$ cat src/rtl/ucore_seq.sv
// ucore_seq: single-issue microcoded sequencer with a small variable file,
// a writable program store and IN/OUT data ports.
// Build option: define UCORE_SEQ_CALL_STACK_EN to enable CALL/RET with a
// return-address stack; without it CALL/RET are illegal opcodes.
module ucore_seq #(
  parameter  int DATA_W      = 16,
  parameter  int NVARS       = 8,
  parameter  int PROG_DEPTH  = 64,
  parameter  int STACK_DEPTH = 4,
  localparam int VW          = $clog2(NVARS),
  localparam int PW          = $clog2(PROG_DEPTH),
  localparam int IW          = 4 + 2 * VW + DATA_W
) (
  input  logic              clk,
  input  logic              aresetn,
  input  logic              prog_we,
  input  logic [PW-1:0]     prog_addr,
  input  logic [IW-1:0]     prog_wdata,
  input  logic              start,
  input  logic [DATA_W-1:0] in_data,
  output logic [DATA_W-1:0] out_data,
  output logic              out_valid,
  output logic              busy,
  output logic              done,
  output logic              fault
);

  typedef enum logic [1:0] {S_IDLE = 2'd0, S_RUN = 2'd1, S_FAULT = 2'd2} state_t;

  localparam logic [3:0] OP_NOP  = 4'd0;
  localparam logic [3:0] OP_LDI  = 4'd1;
  localparam logic [3:0] OP_ADD  = 4'd2;
  localparam logic [3:0] OP_SUB  = 4'd3;
  localparam logic [3:0] OP_IN   = 4'd4;
  localparam logic [3:0] OP_OUT  = 4'd5;
  localparam logic [3:0] OP_JMP  = 4'd6;
  localparam logic [3:0] OP_BNZ  = 4'd7;
  localparam logic [3:0] OP_CALL = 4'd8;
  localparam logic [3:0] OP_RET  = 4'd9;
  localparam logic [3:0] OP_HALT = 4'd15;

  localparam logic [PW-1:0] PC_ONE = {{(PW-1){1'b0}}, 1'b1};

  state_t            state_r;
  logic [PW-1:0]     pc_r;
  logic [DATA_W-1:0] vars_r [NVARS];
  logic [DATA_W-1:0] out_data_r;
  logic              out_valid_r;
  logic              busy_r;
  logic              done_r;
  logic              fault_r;
  logic [IW-1:0]     prog_mem [PROG_DEPTH];

  logic [IW-1:0]     instr_s;
  logic [3:0]        op_s;
  logic [VW-1:0]     rd_s;
  logic [VW-1:0]     rs_s;
  logic [DATA_W-1:0] imm_s;
  logic [PW-1:0]     tgt_s;
  logic [PW-1:0]     pc_inc_s;
  logic [DATA_W-1:0] rd_val_s;
  logic [DATA_W-1:0] rs_val_s;

`ifdef UCORE_SEQ_CALL_STACK_EN
  localparam int SW  = $clog2(STACK_DEPTH + 1);
  localparam int SAW = (STACK_DEPTH > 1) ? $clog2(STACK_DEPTH) : 1;
  localparam logic [SW-1:0] SP_FULL = SW'(STACK_DEPTH);
  localparam logic [SW-1:0] SP_ONE  = {{(SW-1){1'b0}}, 1'b1};

  logic [PW-1:0] stack_r [STACK_DEPTH];
  logic [SW-1:0] sp_r;
  logic [SW-1:0] sp_dec_s;
  assign sp_dec_s = sp_r - SP_ONE;
`endif

  // Instruction fetch is an asynchronous read of the program store at PC.
  assign instr_s  = prog_mem[pc_r];
  assign op_s     = instr_s[IW-1 -: 4];
  assign rd_s     = instr_s[IW-5 -: VW];
  assign rs_s     = instr_s[IW-5-VW -: VW];
  assign imm_s    = instr_s[DATA_W-1:0];
  assign tgt_s    = imm_s[PW-1:0];
  assign pc_inc_s = pc_r + PC_ONE;   // natural PW-bit wrap at PROG_DEPTH-1
  assign rd_val_s = vars_r[rd_s];
  assign rs_val_s = vars_r[rs_s];

  assign out_data  = out_data_r;
  assign out_valid = out_valid_r;
  assign busy      = busy_r;
  assign done      = done_r;
  assign fault     = fault_r;

  // Program store write port: loads are only accepted while not running.
  always_ff @(posedge clk) begin
    if (prog_we && (state_r != S_RUN)) begin
      prog_mem[prog_addr] <= prog_wdata;
    end
  end

  // Control FSM, datapath registers and registered outputs.
  always_ff @(posedge clk or negedge aresetn) begin
    if (!aresetn) begin
      state_r     <= S_IDLE;
      pc_r        <= '0;
      out_data_r  <= '0;
      out_valid_r <= 1'b0;
      busy_r      <= 1'b0;
      done_r      <= 1'b0;
      fault_r     <= 1'b0;
      for (int i = 0; i < NVARS; i++) vars_r[i] <= '0;
`ifdef UCORE_SEQ_CALL_STACK_EN
      sp_r <= '0;
      for (int i = 0; i < STACK_DEPTH; i++) stack_r[i] <= '0;
`endif
    end else begin
      out_valid_r <= 1'b0;
      done_r      <= 1'b0;
      case (state_r)
        S_IDLE, S_FAULT: begin
          if (start) begin
            pc_r    <= '0;
            fault_r <= 1'b0;
            busy_r  <= 1'b1;
            state_r <= S_RUN;
`ifdef UCORE_SEQ_CALL_STACK_EN
            sp_r    <= '0;
`endif
          end
        end
        S_RUN: begin
          pc_r <= pc_inc_s;
          case (op_s)
            OP_NOP: ;
            OP_LDI: vars_r[rd_s] <= imm_s;
            OP_ADD: vars_r[rd_s] <= rd_val_s + rs_val_s;
            OP_SUB: vars_r[rd_s] <= rd_val_s - rs_val_s;
            OP_IN:  vars_r[rd_s] <= in_data;
            OP_OUT: begin
              out_data_r  <= rd_val_s;
              out_valid_r <= 1'b1;
            end
            OP_JMP: pc_r <= tgt_s;
            OP_BNZ: begin
              if (rd_val_s != '0) pc_r <= tgt_s;
            end
`ifdef UCORE_SEQ_CALL_STACK_EN
            OP_CALL: begin
              if (sp_r == SP_FULL) begin
                pc_r    <= pc_r;
                state_r <= S_FAULT;
                fault_r <= 1'b1;
                busy_r  <= 1'b0;
              end else begin
                stack_r[sp_r[SAW-1:0]] <= pc_inc_s;
                sp_r <= sp_r + SP_ONE;
                pc_r <= tgt_s;
              end
            end
            OP_RET: begin
              if (sp_r == '0) begin
                pc_r    <= pc_r;
                state_r <= S_FAULT;
                fault_r <= 1'b1;
                busy_r  <= 1'b0;
              end else begin
                pc_r <= stack_r[sp_dec_s[SAW-1:0]];
                sp_r <= sp_dec_s;
              end
            end
`endif
            OP_HALT: begin
              pc_r    <= pc_r;
              state_r <= S_IDLE;
              busy_r  <= 1'b0;
              done_r  <= 1'b1;
            end
            default: begin
              // Illegal opcode: freeze everything and flag the fault.
              pc_r    <= pc_r;
              state_r <= S_FAULT;
              fault_r <= 1'b1;
              busy_r  <= 1'b0;
            end
          endcase
        end
        default: begin
          state_r <= S_IDLE;
          busy_r  <= 1'b0;
        end
      endcase
    end
  end

endmodule
$ cat config.mk
export PLATFORM = sky130hd
export DESIGN_NAME = ucore_seq
export DESIGN_NICKNAME = d
export VERILOG_FILES = /design/src/rtl/ucore_seq.sv
export SDC_FILE = /design/constraint.sdc
export NUM_CORES = 2
export LEC_CHECK = 0
export CAP_MARGIN = 0
export CORE_ASPECT_RATIO = 0.6
export CORE_MARGIN = 10
export CORE_UTILIZATION = 50
export CTS_CLUSTER_DIAMETER = 80
export CTS_CLUSTER_SIZE = 25
export DETAILED_ROUTE_END_ITERATION = 7
export DONT_BUFFER_PORTS = 1
export SKIP_LAST_GASP = 1
export SYNTH_ARGS = -nofsm -noshare
export SYNTH_HDL_FRONTEND = slang
export SYNTH_SLANG_ARGS = --single-unit
export TNS_END_PERCENT = 1
$ cat constraint.sdc
create_clock -name clk -period 8.3 [get_ports clk]
set_clock_uncertainty 0.2 [all_clocks]
set_input_delay 1.245 -clock clk [delete_from_list [all_inputs] [get_ports clk]]
set_output_delay 1.245 -clock clk [all_outputs]
set_load 0.05 [all_outputs]
==> impl_results.md <==
- Status: complete, no violations
- Final period util: 0.888
- # rows: 108
- FILL cells: 10800
- Combinational power share: 0.438
- Die Wd: 515 µm
- Die H: 317 µm
- Critical Path RT: 8.73 ns
- IO Pins: 72
- Critical Path Start Type: flip-flop
- Seq. cell area: 53900 µm²
- Delay-heaviest family, CP: compound AO/OA/AOI/OAI gates
- Port bufs: 0
- Starting Density: 0.506
- Post-synth top area share: 0.679
- Sequential area share after synthesis: 0.732
- Relative slew slack: 0.321
- Pwr dens: 352 nW/µm²
- Worst-path clk slew: 0.10 ns
- Finished Core Util: 0.544
- HP Class: in2async
- H-tree levels: 3
- Final hold vios: 0
- GRT Overall Usage: 0.248
- Int Pwr: 17.3 mW
- Via-to-Cell Ratio: 6.71
- Final setup TNS: 0 ns
- FF-to-FF setup slack: 0.93 ns
- Worst-path cell chain: buf_12 > mux4_2 > a2bb2oi_1 > a21oi_1 > nand4_2 > o21ai_4 > buf_4 > o21ai_0 > a221oi_1 > inv_1 > ha_1 > or3_1 > o211ai_1 > a41oi_1 > o41ai_1 > o31ai_1 > xnor2_1 > o31ai_1 > nand2_1 > mux2_2
- Biggest area consumer among synthesized cells: edfxtp_1
- Most common flop cell mapped by yosys: edfxtp_1
- CP Max Fanout: 33
- Clock share of power: 0.171
- Post-Syn Area: 73600 µm²
- Area grow syn2layout: 7.44%
- Unrepaired setup endpoints after global routing: no
- Final Critical Period: 7.37 ns
- Core ar.: 145000 µm²
- Post-DP HPWL: 122000 µm
- # clock sinks: 1820
- CTS buffer count: 84
- DR vias: 36900
- Post-route total power: 27.9 mW
- Final worst slack: 0.930 ns
- Pre-antenna DRT Iters: 6
- Share of cells above drive strength 1: 0.274
- Max cap viols: 0
- Final count of negative-setup-slack endpoints: 0
- Vias in the first global route: 36400
- Hold WS: 0.157 ns
- CP Capture Type: flip-flop
- Antenna-violating nets left: 0
- Leading cell type in the layout, fill and taps excluded: edfxtp_1
- CTS tree: yes
- EDFF count, synth: 1664
- DRC: 0
- Top cell by count, worst path: o31ai_1
- Largest net degree at the start of global routing: 129
- CP Buf/Inv Count: 3
- Average size of a mapped cell: 21.0 µm²
- Number of synthesized register bits: 1820
- Critical path's slowest cell: dfrtp_4
- Synthesized instance count: 3504
- DRT iter0 DRCs: 5626
- Tightest Pin Transition: 1.01 ns
- Fmax: 136 MHz
- Die footprint: 164000 µm²
- First-pass GRT wire length: 287000 µm
- Switching Power: 10.6 mW
- Sw Ratio: 0.380
- CTS root buffer: clkbuf_16
- Setup WS pre-CTS: 1.07 ns
- Grt total ovfl: 0
- Largest cells by area after synthesis: edfxtp_1 (68%), mux4_2 (16%), dfrtp_1 (5.3%), mux2_2 (1.8%), mux2i_1 (1.4%)
- FFs w/ async S/R, synth: 0.0857
- Max incr delay on CP: 0.86 ns
- Arrival @ worst endpoint: 7.80 ns
- Commonest cells after routing, fill and taps aside: edfxtp_1 (1664), mux4_2 (528), dfrtp_1 (151), buf_4 (131), mux2_2 (115)
- Wirelength per Cell: 37.1 µm
- Routability-driven placement congestion ratio: 0.915
- Multi-input logic area: 19000 µm²
- Max Slew Vio Count: 0
- Syn Nets: 3590
- Yosys warnings: 0
- Routed wire length: 204000 µm
- Unique masters post-synth: 79
- Fin nets: 3627
- Antenna violations before repair: 8
- Sequential share of power: 0.391
- Crit Path Class: reg2reg
- Lkg Pwr: 24.4 nW
- Worst IR Drop VDD: 0.377 mV
- CTS Buffer Depth: 3
- Worst skew pair latency: 0.75 ns
==> metal layers <==
| metal | track usage | up-vias | part of all wire |
|---|---|---|---|
| met3 | 0.0525 | 213 | 0.099 |
| met5 | 0 | - | 0 |
| li1 | - | 14600 | - |
| met1 | 0.392 | 20100 | 0.44 |
| met2 | 0.361 | 2006 | 0.44 |
| met4 | 0.0433 | 0 | 0.017 |
==> power by group through the flow <==
| stage | sequential, mW | combinational, mW | clock [mW] |
|---|---|---|---|
| after global placement | 11.1 | 12.0 | 0 |
| after CTS | 10.9 | 12.1 | 4.83 |
| after floorplan | 10.9 | 8.39 | 0 |
| after detailed placement | 11.1 | 12.0 | 0 |
| final | 10.9 | 12.2 | 4.75 |
| after global routing | 10.9 | 13.0 | 5.17 |
==> stage by stage <==
stage,area (µm²),cells
after global placement,76700,5378
after detailed placement,76700,5378
after global routing,79100,5498
final,79100,5502
after CTS,79100,5497
after floorplan,73600,3504
==> cells by family (layout without fill, tap and decap cells) <==
group,Yosys count,count (layout),synth area share
XOR/XNOR,16,16,0.00190
buffers and inverters,236,304,0.0167
other,0,5,0
AO/OA/AOI/OAI,293,293,0.0276
AND/OR/NAND/NOR,356,356,0.0222
flip-flops,1820,1820,0.732
multiplexers,749,749,0.194
adder cells (fa/ha/maj),34,34,0.00598
==> state kept, by name, indices dropped and copies added (netlist names), named ones only <==
name       count
busy           1
pc_r           6
out_data      16
fault          1
state_r        2
done           1
prog_mem    1664
out_valid      1
==> cell usage after synthesis (5+ instances only) <==
cell type	n
xnor2_1	16
a21oi_1	80
and2_1	6
o21ai_0	26
o22a_1	8
edfxtp_1	1664
nand4_1	5
buf_2	47
nor3_1	22
o211ai_1	10
a221o_1	12
dfrtp_1	156
a221oi_1	7
buf_1	18
and3_1	6
nand2_1	78
clkbuf_1	86
buf_4	16
a2bb2oi_1	9
mux2_2	115
inv_1	43
ha_1	32
a211oi_1	15
o22ai_1	8
nand2b_1	7
o21bai_1	7
a31oi_1	28
mux2i_1	104
o21ai_1	6
or2_2	5
o31ai_1	5
nor2b_1	28
mux4_2	528
nor2_1	149
a22oi_1	12
a22o_1	8
buf_6	17
nand3_1	26
a21o_1	13
==> area by class of cell <==
type | instances | share of cell area
inverter | 45 | 0.00214
sequential | 1820 | 0.681
multi-input combinational | 1448 | 0.241
clock buffer | 105 | 0.0281
timing repair buffer | 142 | 0.0153
tap | 1925 | 0.0304
clock inverter | 12 | 0.00210
antenna | 5 | 0.000158
==> repair_timing <==
item / 4_1_cts / 5_1_grt
hold buffers: 2 / 0
setup buffers: 0 / 0
gates resized for setup: 0 / 0
hold endpoints to repair: 128 / 0
==> worst reg2reg max path, cell delays in order (launching register included) <==
cell and delay [ns]:
dfrtp_4 0.86, buf_12 0.34, mux4_2 0.55, a2bb2oi_1 0.15, a21oi_1 0.23, nand4_2 0.24, o21ai_4 0.20, buf_4 0.43
o21ai_0 0.17, a221oi_1 0.71, inv_1 0.28, ha_1 0.49, or3_1 0.43, o211ai_1 0.33, a41oi_1 0.21, o41ai_1 0.36
o31ai_1 0.15, xnor2_1 0.16, o31ai_1 0.34, nand2_1 0.14, mux2_2 0.30
==> worst paths after layout <==
path | start | endpoint | cells past startpoint
setup / recovery | pc_r[2]$_DFFE_PN0P_ | flip-flop | 20
hold / removal | aresetn | async pin | 1
setup reg to reg | pc_r[2]$_DFFE_PN0P_ | flip-flop | 20
hold reg to reg | state_r[1]$_DFFE_PN0P_ | state_r[1]$_DFFE_PN0P_ | 1
max in group asynchronous | aresetn | pc_r[4]$_DFFE_PN0P_ | 1
min in group clk | state_r[1]$_DFFE_PN0P_ | state_r[1]$_DFFE_PN0P_ | 1
Note: power is estimated with default switching activity, not from simulation.
